[src/rtl/pipe_stage_reg.sv]
// Handshaked pipeline stage register: main entry plus one-entry skid buffer,
// synchronous flush, bubble gating of outputs and a saturating stall counter.
module pipe_stage_reg #(
  parameter int unsigned DATA_W      = 8,
  parameter int unsigned REG_W       = 3,
  parameter int unsigned CTRL_W      = 16,
  parameter int unsigned CNT_W       = 16,
  parameter bit          ZERO_BUBBLE = 1'b0
) (
  input  logic              clk,
  input  logic              reset_n,
  input  logic              flush,
  input  logic              in_valid,
  output logic              in_ready,
  input  logic [CTRL_W-1:0] control_in,
  input  logic [DATA_W-1:0] alu_in,
  input  logic [DATA_W-1:0] rdval_in,
  input  logic [REG_W-1:0]  rd_in,
  input  logic [DATA_W-1:0] imm_in,
  output logic              out_valid,
  input  logic              out_ready,
  output logic [CTRL_W-1:0] control_out,
  output logic [DATA_W-1:0] alu_out,
  output logic [DATA_W-1:0] rdval_out,
  output logic [REG_W-1:0]  rd_out,
  output logic [DATA_W-1:0] imm_out,
  output logic [CNT_W-1:0]  stall_cnt
);

  typedef struct packed {
    logic [CTRL_W-1:0] ctrl;
    logic [DATA_W-1:0] alu;
    logic [DATA_W-1:0] rdval;
    logic [REG_W-1:0]  rd;
    logic [DATA_W-1:0] imm;
  } payload_t;

  typedef enum logic [1:0] {
    ST_EMPTY = 2'd0,
    ST_ONE   = 2'd1,
    ST_FULL  = 2'd2
  } state_e;

  state_e           state_q, state_d;
  payload_t         main_q, main_d;
  payload_t         skid_q, skid_d;
  payload_t         in_pl;
  logic [CNT_W-1:0] stall_q, stall_d;
  logic             accept;
  logic             deliver;

  assign in_pl = '{ctrl: control_in, alu: alu_in, rdval: rdval_in, rd: rd_in, imm: imm_in};

  // Handshake decode uses registered state only, so in_ready never depends on out_ready.
  assign in_ready  = (state_q != ST_FULL);
  assign out_valid = (state_q != ST_EMPTY);
  assign accept    = in_valid && in_ready;
  assign deliver   = out_valid && out_ready;

  always_comb begin
    state_d = state_q;
    main_d  = main_q;
    skid_d  = skid_q;
    stall_d = stall_q;

    unique case (state_q)
      ST_EMPTY: begin
        if (accept) begin
          state_d = ST_ONE;
          main_d  = in_pl;
        end
      end
      ST_ONE: begin
        if (deliver && accept) begin
          main_d = in_pl;
        end else if (deliver) begin
          state_d = ST_EMPTY;
        end else if (accept) begin
          state_d = ST_FULL;
          skid_d  = in_pl;
        end
      end
      ST_FULL: begin
        if (deliver) begin
          state_d = ST_ONE;
          main_d  = skid_q;
        end
      end
      default: begin
        state_d = ST_EMPTY;
      end
    endcase

    // Flush discards anything loaded this cycle; the main entry keeps its old data.
    if (flush) begin
      state_d = ST_EMPTY;
      main_d  = main_q;
      skid_d  = skid_q;
    end

    // Bubble gating is folded into the main entry so outputs stay pure flop outputs.
    if (state_d == ST_EMPTY) begin
      main_d.ctrl = '0;
      if (ZERO_BUBBLE) begin
        main_d.alu   = '0;
        main_d.rdval = '0;
        main_d.rd    = '0;
        main_d.imm   = '0;
      end
    end

    if (out_valid && !out_ready && (stall_q != {CNT_W{1'b1}})) begin
      stall_d = stall_q + CNT_W'(1);
    end
  end

  always_ff @(posedge clk or negedge reset_n) begin
    if (!reset_n) begin
      state_q <= ST_EMPTY;
      main_q  <= '0;
      skid_q  <= '0;
      stall_q <= '0;
    end else begin
      state_q <= state_d;
      main_q  <= main_d;
      skid_q  <= skid_d;
      stall_q <= stall_d;
    end
  end

  assign control_out = main_q.ctrl;
  assign alu_out     = main_q.alu;
  assign rdval_out   = main_q.rdval;
  assign rd_out      = main_q.rd;
  assign imm_out     = main_q.imm;
  assign stall_cnt   = stall_q;

endmodule

[config.mk]
export PLATFORM = sky130hd
export DESIGN_NAME = pipe_stage_reg
export DESIGN_NICKNAME = d
export VERILOG_FILES = /design/src/rtl/pipe_stage_reg.sv
export SDC_FILE = /design/constraint.sdc
export NUM_CORES = 1
export LEC_CHECK = 0
export CAP_MARGIN = 10
export CORE_MARGIN = 2
export CORE_UTILIZATION = 50
export DETAILED_ROUTE_END_ITERATION = 6
export DONT_BUFFER_PORTS = 1
export GPL_TIMING_DRIVEN = 0
export PLACE_DENSITY = 0.7
export SETUP_SLACK_MARGIN = 0.4
export SYNTH_ARGS = -nofsm -noshare
export SYNTH_HDL_FRONTEND = slang
export SYNTH_SLANG_ARGS = --single-unit
[constraint.sdc]
create_clock -name clk -period 1.8 [get_ports clk]
set_input_delay 0.36 -clock clk [delete_from_list [all_inputs] [get_ports clk]]
set_output_delay 0.36 -clock clk [all_outputs]
set_load 0.03 [all_outputs]
==> results.toml <==
[logic_synthesis]
yosysSeqAreaShare = 0.553
synth_cells = 346
yosys.area.top_type = "dfrtp_1"
syn-num-nets = 395
synth-seq-cells = 104
synth_cell_type_count = 39
synth_top_area_frac = 0.553
synthTopCellsByCount = "104 x dfrtp_1, 72 x mux2_2, 27 x mux2_1"
synth_area_per_cell_sq_um = 13.6
synth_edf_count = 0
yosysWarnings = 0
yosysMostFrequentCell = "dfrtp_1"
yosys-top-cells-area = "dfrtp_1 55%, mux2_2 17%, mux2_1 6.5%"
synth_ff_type = "dfrtp_1"
synth_area_sq_mm = 0.00470
synth-async-reset-ratio = 1.00

[floorplan]
ios = 109
start_util = 0.511
core-area_sq_mm = 0.00920
die_area_sq_mm = 0.0102
die_h_microns = 101
die_x_microns = 101
num_rows = 35

[grt]
first_global_vias = 2992
groute.usage.overall = 0.195
antenna_found_initial = 0
grt_overflow = 0
grt_pass1_wl_mm = 15.2
grt_max_degree = 105

[place]
dp_hpwl_mm = 6.19
numPlacedInstances = 457
gp_congestion = 0.807
post_dp_cell_area_sq_mm = 0.00504
dp_slack_ns = 0.0122
io_buffers = 0

[worst_setup_path]
r2r_slack_ns = -0.02
cp.required_ns = 1.44
cp-start-kind = "register"
end_kind = "output pin"
r2r-end = "alu_out[7]"
worstSetupPathType = "register to output pin"
reg2regPathDepth = 7
crit_fanout = 4
r2r_start = "state_q[0]"
arrival_ns = 1.47

[power]
total_leakage_power_nw = 2.49
p_total_mw = 5.90
power_density_mw_per_mm2 = 1040
vdd_drop_max_mv = 0.619

[final_layout]
fin_nets = 431
area_growth_pct = 21.2
fin_area_sq_mm = 0.00570
diodes = 0
utilization = 0.619
layout-drive-gt1-share = 0.525
final_cells = 498

[sta]
tightest_slew_ns = 0.745
setup_viol = 7
setup_tns_ns = -0.0826
fin_crit_ns = 1.83
max_slew_margin = 0.502
clock.fmax_mhz = 546
setup_ws_ns = -0.0324
finClkSkew_ns = 0.0132
final-max-slew-violation-count = 0
hold_violations = 104
period_share = 1.02
rsz0062_at_grt = "true"
hold_ws_ns = -0.319

[clocking]
htreeDepth = 3
clk_path_buf_depth = 2
cts_sinks = 104
cts_buffers = 9
clock_latency_ns = 0.37
cts_root_buf = "clkbuf_8"
clk_pin_slew_ns = 0.09
cts_tree = "done"

[drt]
drt_pass1_iterations = 4
route.detailed.drc = 0
via_per_inst = 5.71
ant_nets = 0
vias = 2842
drt-total-wl_mm = 9.45
drt_iter0_drc = 50
wire_per_inst_microns = 19.0

[flow_run]
max_cap_viol_count = 0

[status]
violations = "hold timing, setup timing"
status = "finished with violations"

[hold_path]
hp-class = "input port to async pin"
-- registers in the layout, indices dropped and copies added, names as in the netlist --
name and flops:
stall_cnt 16, skid_q 43, rd_out 3, state_q 2
alu_out 8, imm_out 8, control_out 16, rdval_out 8
-- cells in the final DEF, fill, tap and decap left out, types with 5 or more instances in the layout --
cell type and instances:
dfrtp_1 88, mux2_2 69, mux2_4 28, nand2_1 23
buf_4 21, mux2i_1 18, dfrtp_2 16, clkbuf_8 11
buf_6 10, xor2_1 10, o21ai_1 8, o21ai_0 8
buf_12 6, nor2_1 6, nand4_1 5
-- where the power goes --
part / switching [mW] / internal, mW
combinational: 0.269 / 0.559
sequential: 0.777 / 2.81
clock: 0.792 / 0.692
-- cell type report --
cell class                      instances  area [sq um]
Fill cell                             704          3500
Sequential cell                       104          2620
Multi-Input combinational cell        224          2260
Timing Repair Buffer                   25           240
Buffer                                 17           224
Clock buffer                           11           141
Tap cell                              111           139
Clock inverter                          5          63.8
Inverter                                1          7.51
-- worst max-delay path by stage --
stage | start | to | slack, ns | cells after the start
finish | state_q[1] | in_ready | -0.03 | 6
detailed placement | stall_cnt[0] | stall_cnt[1] | 0.01 | 5
CTS | state_q[1] | in_ready | -0.04 | 6
floorplan | stall_cnt[0] | stall_cnt[1] | 0.15 | 5
global route | state_q[1] | in_ready | -0.09 | 6
global placement | stall_cnt[0] | stall_cnt[1] | 0.02 | 5
-- per-layer routing --
metal	GRT usage	vias up	wire length (microns)
met5	0	-	0
met4	0.0530	0	106
met3	0.0846	12	809
met2	0.338	73	4930
met1	0.219	1453	3600
li1	-	1304	-
-- timing repair --
item / in CTS / in global routing
endpoints found under the setup margin: 102 / 105
resized for setup: 44 / 8
setup buffers: 18 / 6
cloned: 0 / 1
pin swaps: 20 / 10
hold endpoints to repair: 104 / 104
-- logic make-up (layout without fill, tap and decap cells) --
| family | count (synthesis) | count (layout) | synth area share |
|---|---|---|---|
| fa+ha+maj | 1 | 1 | 0.00266 |
| mux | 117 | 117 | 0.275 |
| flops | 104 | 104 | 0.553 |
| compound gates | 25 | 25 | 0.0319 |
| buf+inv | 18 | 59 | 0.0293 |
| simple gates | 69 | 69 | 0.0849 |
| xor+xnor | 12 | 12 | 0.0224 |
-- critical path: stages, from the launching register on --
cell        delay (ns)
dfrtp_1           0.40
buf_6             0.13
nor2b_4           0.12
buf_12            0.12
buf_12            0.11
buf_12            0.11
clkinvlp_4        0.13
(Power assumes the default switching activity.)
